===== src/rtl/vga_timing_pkg.sv =====
// vga_timing_pkg: 720p60 timing defaults, counter width and the
// colour-bar table shared by the timing generator and pattern source.
package vga_timing_pkg;

   localparam int CNT_W = 11;
   typedef logic [CNT_W-1:0] cnt_t;
   typedef logic [23:0] rgb_t;

   localparam int H_ACTIVE_720 = 1280;
   localparam int H_FP_720     = 110;
   localparam int H_SYNC_720   = 40;
   localparam int H_BP_720     = 220;
   localparam int V_ACTIVE_720 = 720;
   localparam int V_FP_720     = 5;
   localparam int V_SYNC_720   = 5;
   localparam int V_BP_720     = 20;

   localparam int H_TOTAL_720 =
      H_ACTIVE_720 + H_FP_720 + H_SYNC_720 + H_BP_720;
   localparam int V_TOTAL_720 =
      V_ACTIVE_720 + V_FP_720 + V_SYNC_720 + V_BP_720;

   localparam int BAR_W = 160;
   localparam int BAR_N = 8;

   // index 0 is the leftmost bar
   localparam rgb_t [BAR_N-1:0] BAR_RGB = {
      24'h000000, 24'h0000FF, 24'hFF0000, 24'hFF00FF,
      24'h00FF00, 24'h00FFFF, 24'hFFFF00, 24'hFFFFFF
   };

   function automatic rgb_t bar_color(input cnt_t h);
      cnt_t idx;
      idx = h / cnt_t'(BAR_W);
      if (idx < cnt_t'(BAR_N))
         return BAR_RGB[idx[2:0]];
      return '0;
   endfunction

endpackage


===== src/rtl/vga_color_bar_gen.sv =====
// vga_color_bar_gen: registered 8-bar colour pattern, black in blanking.
// Same one-clock latency as the DE register so pixels line up with DE.
module vga_color_bar_gen
   import vga_timing_pkg::*;
(
   input  logic             clk_i,
   input  logic             rst_i,
   input  logic [CNT_W-1:0] h_cnt,
   input  logic             de,
   output logic [23:0]      rgb
);

   always_ff @(posedge clk_i) begin
      if (rst_i)
         rgb <= '0;
      else if (de)
         rgb <= bar_color(h_cnt);
      else
         rgb <= '0;
   end

endmodule


===== src/rtl/vga_timing_generator.sv =====
// vga_timing_generator: free-running sync/DE generator (720p60 default).
// Define VGA_TEST_PATTERN_EN to add the colour-bar VGA_RGB output.
module vga_timing_generator
   import vga_timing_pkg::*;
#(
   parameter int H_ACTIVE = H_ACTIVE_720,
   parameter int H_FP     = H_FP_720,
   parameter int H_SYNC   = H_SYNC_720,
   parameter int H_BP     = H_BP_720,
   parameter int V_ACTIVE = V_ACTIVE_720,
   parameter int V_FP     = V_FP_720,
   parameter int V_SYNC   = V_SYNC_720,
   parameter int V_BP     = V_BP_720,
   parameter bit HS_POL   = 1'b1,
   parameter bit VS_POL   = 1'b1
) (
   input  logic        clk_i,
   input  logic        rst_i,
   output logic        VGA_VS,
   output logic        VGA_HS,
   output logic        VGA_DE
`ifdef VGA_TEST_PATTERN_EN
   ,
   output logic [23:0] VGA_RGB
`endif
);

   localparam int H_TOTAL = H_ACTIVE + H_FP + H_SYNC + H_BP;
   localparam int V_TOTAL = V_ACTIVE + V_FP + V_SYNC + V_BP;

   localparam cnt_t H_LAST   = cnt_t'(H_TOTAL - 1);
   localparam cnt_t V_LAST   = cnt_t'(V_TOTAL - 1);
   localparam cnt_t H_DE_END = cnt_t'(H_ACTIVE);
   localparam cnt_t V_DE_END = cnt_t'(V_ACTIVE);
   localparam cnt_t H_HS_BEG = cnt_t'(H_ACTIVE + H_FP);
   localparam cnt_t H_HS_END = cnt_t'(H_ACTIVE + H_FP + H_SYNC);
   localparam cnt_t V_VS_BEG = cnt_t'(V_ACTIVE + V_FP);
   localparam cnt_t V_VS_END = cnt_t'(V_ACTIVE + V_FP + V_SYNC);

   cnt_t h_cnt;
   cnt_t v_cnt;
   logic de_d;
   logic hs_act;
   logic vs_act;

   always_ff @(posedge clk_i) begin
      if (rst_i) begin
         h_cnt <= '0;
         v_cnt <= '0;
      end else if (h_cnt == H_LAST) begin
         h_cnt <= '0;
         if (v_cnt == V_LAST)
            v_cnt <= '0;
         else
            v_cnt <= v_cnt + cnt_t'(1);
      end else begin
         h_cnt <= h_cnt + cnt_t'(1);
      end
   end

   assign de_d   = (h_cnt < H_DE_END) && (v_cnt < V_DE_END);
   assign hs_act = (h_cnt >= H_HS_BEG) && (h_cnt < H_HS_END);
   assign vs_act = (v_cnt >= V_VS_BEG) && (v_cnt < V_VS_END);

   // xor with the inverted polarity maps "active" onto the pin level
   always_ff @(posedge clk_i) begin
      if (rst_i) begin
         VGA_DE <= 1'b0;
         VGA_HS <= ~HS_POL;
         VGA_VS <= ~VS_POL;
      end else begin
         VGA_DE <= de_d;
         VGA_HS <= hs_act ^ ~HS_POL;
         VGA_VS <= vs_act ^ ~VS_POL;
      end
   end

`ifdef VGA_TEST_PATTERN_EN
   vga_color_bar_gen u_bar (
      .clk_i (clk_i),
      .rst_i (rst_i),
      .h_cnt (h_cnt),
      .de    (de_d),
      .rgb   (VGA_RGB)
   );
`endif

endmodule


===== config.mk =====
export PLATFORM = sky130hd
export DESIGN_NAME = vga_timing_generator
export DESIGN_NICKNAME = d
export VERILOG_FILES = /design/src/rtl/vga_timing_pkg.sv /design/src/rtl/vga_color_bar_gen.sv /design/src/rtl/vga_timing_generator.sv
export SDC_FILE = /design/constraint.sdc
export NUM_CORES = 1
export LEC_CHECK = 0
export CAP_MARGIN = 25
export CORE_MARGIN = 5
export CORE_UTILIZATION = 53
export DETAILED_ROUTE_END_ITERATION = 7
export PLACE_DENSITY = 0.8
export REMOVE_ABC_BUFFERS = 1
export SLEW_MARGIN = 20
export SYNTH_ARGS = -nofsm -noshare
export SYNTH_HDL_FRONTEND = slang
export SYNTH_SLANG_ARGS = --single-unit

===== constraint.sdc =====
create_clock -name clk_i -period 1.5 [get_ports clk_i]
set_input_delay 0.3 -clock clk_i [delete_from_list [all_inputs] [get_ports clk_i]]
set_output_delay 0.3 -clock clk_i [all_outputs]
set_load 0.03 [all_outputs]

Word level (Yosys, flattened, before mapping)
Index checks and enable logic that the tools add are counted.
{"block": "word_totals", "mem_count": 0, "ramBits": 0, "wordCells": 20, "register_bits": 25, "romBits": 0, "latch_bits": 0, "inputBits": 2}
{"block": "classes", "n_reduce_logical": 4, "muxes": 1, "bitwise": 0, "n_addsub": 2, "shift": 0, "n_lt_le_gt_ge": 6, "eq_ne": 2, "div_mod_pow": 0, "mul": 0}
{"op": "$add A11 B1 Y11 const B", "count": 2}
{"op": "$lt A11 B10 Y1 const B", "count": 2}
{"op": "$lt A11 B11 Y1 const B", "count": 2}
{"op": "$eq A11 B10 Y1 const B", "count": 1}
{"op": "$eq A11 B11 Y1 const B", "count": 1}
{"op": "$ge A11 B10 Y1 const B", "count": 1}
{"op": "$ge A11 B11 Y1 const B", "count": 1}
{"op": "$mux W11", "count": 1}
{"op": "$logic_and A1 B1 Y1", "count": 3}
{"op": "$reduce_or A2 Y1", "count": 1}

Depth between registers and ports, before layout
{"block": "depth", "ltp_word": 2, "depth_mapped": 7, "depth_no_buf": 6}

Worst setup path before layout
OpenSTA, ideal clock, no wires.
{"block": "synth_timing", "path_type": "reg2reg", "from": "reg h_cnt[0]", "to": "reg v_cnt[8]", "setup_ns": 0.072, "setup_slack_ns": -0.113, "period_less_slack_ns": 1.613, "arrival_ns": 1.541, "stages_incl_launch_ff": 7, "n_path_buf": 1, "path_cell_list": "dfxtp_1 ha_1 and3b_1 nand3_2 buf_6 or4_1 a21oi_1"}
{"block": "synth_via", "elab_chain_cells": 1}
{"item": "start, declared", "line": "vga_timing_generator.sv:40", "text": "cnt_t h_cnt;"}
{"item": "start signal, assigned", "line": "vga_timing_generator.sv:57", "text": "h_cnt <= h_cnt + cnt_t'(1);"}
{"item": "$eq A11 B11 Y1", "line": "vga_timing_generator.sv:50", "text": "end else if (h_cnt == H_LAST) begin"}
{"item": "end signal, assigned", "line": "vga_timing_generator.sv:55", "text": "v_cnt <= v_cnt + cnt_t'(1);"}
{"item": "end, declared", "line": "vga_timing_generator.sv:41", "text": "cnt_t v_cnt;"}
No other way between the ends.
A chain may end at the register's enable or synchronous reset.

Worst setup path after layout
{"block": "layout_timing", "from": "reg h_cnt[1]", "to": "reg v_cnt[6]"}
The elaborated chain is that of the path after synthesis.

==> flow_summary.yaml <==
timing:
  hold_viol: 0
  skew_ns: 0.00894
  fin_crit_sh_pct: 107
  fin_ws_ns: -0.107
  finalCriticalPeriod_ns: 1.61
  grt_setup_unrepaired: "true"
  relSlewSlack_pct: 73.6
  tns_ns: -0.368
  max_slew.worst_pin.slew_ns: 0.393
  max_freq_ghz: 0.622
  maxSlewViolCount: 0
  setup_violations: 5
  hold_slack_ns: 0.528
yosys:
  seq_area_frac_synth_pct: 38.9
  async_flop_share_pct: 0
  synth_cell_types: 35
  synth-edff-count: 0
  synth_area_per_cell_sq_um: 8.81
  synth.area.top_cells: "dfxtp_1, nor2_1, xnor2_1"
  synth-seq-cells: 25
  ys_warn_count: 0
  syn-cell-area_sq_um: 1290
  postSynthCellCount: 146
  ys.flop_type: "dfxtp_1"
  yosysTopAreaCell: "dfxtp_1"
  yosysTopAreaCellShare_pct: 38.9
power_and_ir_drop:
  ir_worst_vdd_mv: 0.559
  power_uw: 1080
  power.leakage_uw: 0.000653
  power-per-cell-area_nw_per_um2: 611
global_route:
  grt_pass1_wl_microns: 5840
  grt-busiest-layer: "met2"
  grt_max_degree: 14
  grt_pass1_vias: 1326
  antenna_found_initial: 0
  track_usage_pct: 21.5
  grt_util_met1_pct: 22.5
  grtUsageMet2_pct: 40.9
  grtUsageMet3_pct: 3.49
  grt_overflow: 0
floorplan:
  start_util_pct: 57.0
  die_w_microns: 59.3
  io_pins: 5
  die_area_sq_um: 3510
  die_h_microns: 59.3
  rows: 17
  core_area_sq_um: 2250
clock_network:
  path_clk_slew_ns: 0.14
  clockBufferDepth: 2
  cts.sinks: 25
  cts_buffers: 3
  cts_tree: "yes"
  clk_latency_ns: 0.32
  htree_num_levels: 1
  cts_root_buf: "clkbuf_4"
placed_design:
  portBuffers: 4
  gp_congestion: 0.830
  dp_hpwl_microns: 2410
status:
  status: "complete, but fails checks"
  violations: "setup timing"
drt:
  avgRoutedWirePerCell_microns: 17.7
  drc: 0
  firstDrtPassIters: 5
  vias: 1304
  vias_per_cell: 6.09
  finalWirelength_microns: 3790
  drt_iter0_drc: 43
  ant_nets: 0
critical_path:
  crit_type: "reg2reg"
  reg2reg_depth: 6
  critPathRequiredTime_ns: 1.75
  r2r_end: "v_cnt[6]$_SDFFE_PP0N_"
  rr_startpoint: "h_cnt[1]$_SDFF_PP0_"
  crit_start: "h_cnt[1]$_SDFF_PP0_"
  start_kind: "flip-flop"
  critical_path.endpoint_type: "flip-flop"
  worstSetupEndpoint: "v_cnt[6]$_SDFFE_PP0N_"
  cp.arrival_ns: 1.86
  path_max_fanout: 7
  rrSetupSlack_ns: -0.11
final_layout:
  drive_above_1_share_pct: 41.4
  area_delta_synth_final_pct: 37.2
  nNetsFinal: 193
  diodes: 0
flow_run:
  max_cap_violations: 0
worst_hold_path:
  holdCritStartpoint: "v_cnt[10]$_SDFFE_PP0N_"
  hp-class: "reg2reg"
## kinds of logic (layout without fill, tap and decap cells)
group / Yosys count / after routing / synth area share (%)
XOR/XNOR: 11 / 11 / 7.49
buffers and inverters: 10 / 50 / 4.67
AO/OA/AOI/OAI: 19 / 19 / 8.85
adder cells (fa/ha/maj): 4 / 4 / 3.89
AND/OR/NAND/NOR: 73 / 73 / 33.0
flip-flops: 25 / 25 / 38.9
multiplexers: 4 / 4 / 3.21
## state kept, by name (all words and copies together), names as in the netlist
| name | cells |
|---|---|
| VGA_VS | 1 |
| VGA_DE | 1 |
| VGA_HS | 1 |
| v_cnt | 11 |
| h_cnt | 11 |
## what timing repair did
item | in CTS | in global routing
endpoints found under the hold margin | 0 | 0
endpoints found under the setup margin | 10 | 15
hold buffers | 0 | 0
pin swaps | 8 | 9
gates resized for setup | 17 | 26
buffers inserted | 2 | 7
## through the flow
stage                     instances  instance area [sq um]  setup WS (ns)  util [%]
final                           214                   1760         -0.107      78.2
after CTS                       208                   1620        -0.0383      71.8
after global placement          202                   1550        0.00732      68.8
after floorplan                 141                   1240        -0.0725         -
after global routing            214                   1760         -0.177      78.2
after detailed placement        202                   1550        -0.0719      68.8
## worst max-delay path, stage by stage (launching register included)
cell	delay (ns)
dfxtp_2	0.36
inv_2	0.07
ha_4	0.13
and3b_2	0.23
nand3_4	0.11
or4_4	0.51
a21oi_2	0.14
## cells in the mapped netlist, types with 2 or more instances
master    number
nor2_1        21
clkbuf_1       2
o21ai_0        4
mux2i_1        3
and3_1         4
and3b_1        2
a21oi_1        8
ha_1           4
buf_6          3
nor4_1         4
xor2_1         3
nand3_1        6
and4_1         3
or3_1          2
and4bb_2       2
nand2_1       10
inv_1          5
or4_1          4
nand4_1        5
nor4b_1        2
o31ai_1        3
xnor2_1        8
dfxtp_1       25
nor3_1         2
## cell type report
cell class | count | area (sq um)
flip-flops and latches | 25 | 517
inverters | 5 | 18.8
multi-input cells | 111 | 833
well taps | 28 | 35.0
repair buffers | 41 | 334
fillers | 155 | 490
clock buffers | 4 | 26.3
## worst min path at each step
stage,to,slack (ns),depth (start not counted)
6_report,v_cnt[10]$_SDFFE_PP0N_,0.53,2
5_1_grt,v_cnt[10]$_SDFFE_PP0N_,0.54,2
4_1_cts,v_cnt[10]$_SDFFE_PP0N_,0.51,2
3_5_place_dp,v_cnt[10]$_SDFFE_PP0N_,0.50,2
3_3_place_gp,v_cnt[6]$_SDFFE_PP0N_,0.47,2
2_1_floorplan,v_cnt[0]$_SDFFE_PP0N_,0.37,1
## placed cells by master (no fill, tap or decap), types with 2 or more instances in the layout
| master | synthesis | layout |
|---|---|---|
| o31ai_1 | 3 | 3 |
| ha_4 | 0 | 2 |
| nand4_1 | 5 | 5 |
| dfxtp_2 | 0 | 13 |
| buf_6 | 3 | 2 |
| inv_1 | 5 | 4 |
| nand2_1 | 10 | 10 |
| dfxtp_1 | 25 | 12 |
| nor4_1 | 4 | 3 |
| and4bb_2 | 2 | 2 |
| a21oi_2 | 0 | 3 |
| buf_4 | 0 | 34 |
| nand3_1 | 6 | 4 |
| mux2i_1 | 3 | 3 |
| dlygate4sd2_1 | 0 | 3 |
| o21ai_0 | 4 | 3 |
| or4_1 | 4 | 2 |
| nor2_1 | 21 | 21 |
| nand3_2 | 1 | 2 |
| clkbuf_4 | 0 | 3 |
| a21oi_1 | 8 | 5 |
| xnor2_1 | 8 | 8 |
| xor2_1 | 3 | 3 |
| or4_4 | 0 | 2 |
| and3_1 | 4 | 3 |
## power by group
part	internal [uW]	switching (uW)	total [uW]
combinational	47.0	48.1	95.1
sequential	673	6.42	680
clock	104	199	302
total	824	253	1080
## metal layers
| metal | routed length [microns] | vias to the layer above |
|---|---|---|
| met5 | 0 | - |
| met4 | 159 | 0 |
| met3 | 196 | 19 |
| met2 | 1990 | 62 |
| met1 | 1440 | 613 |
| li1 | - | 610 |
Note: power is estimated with default switching activity, not from simulation.
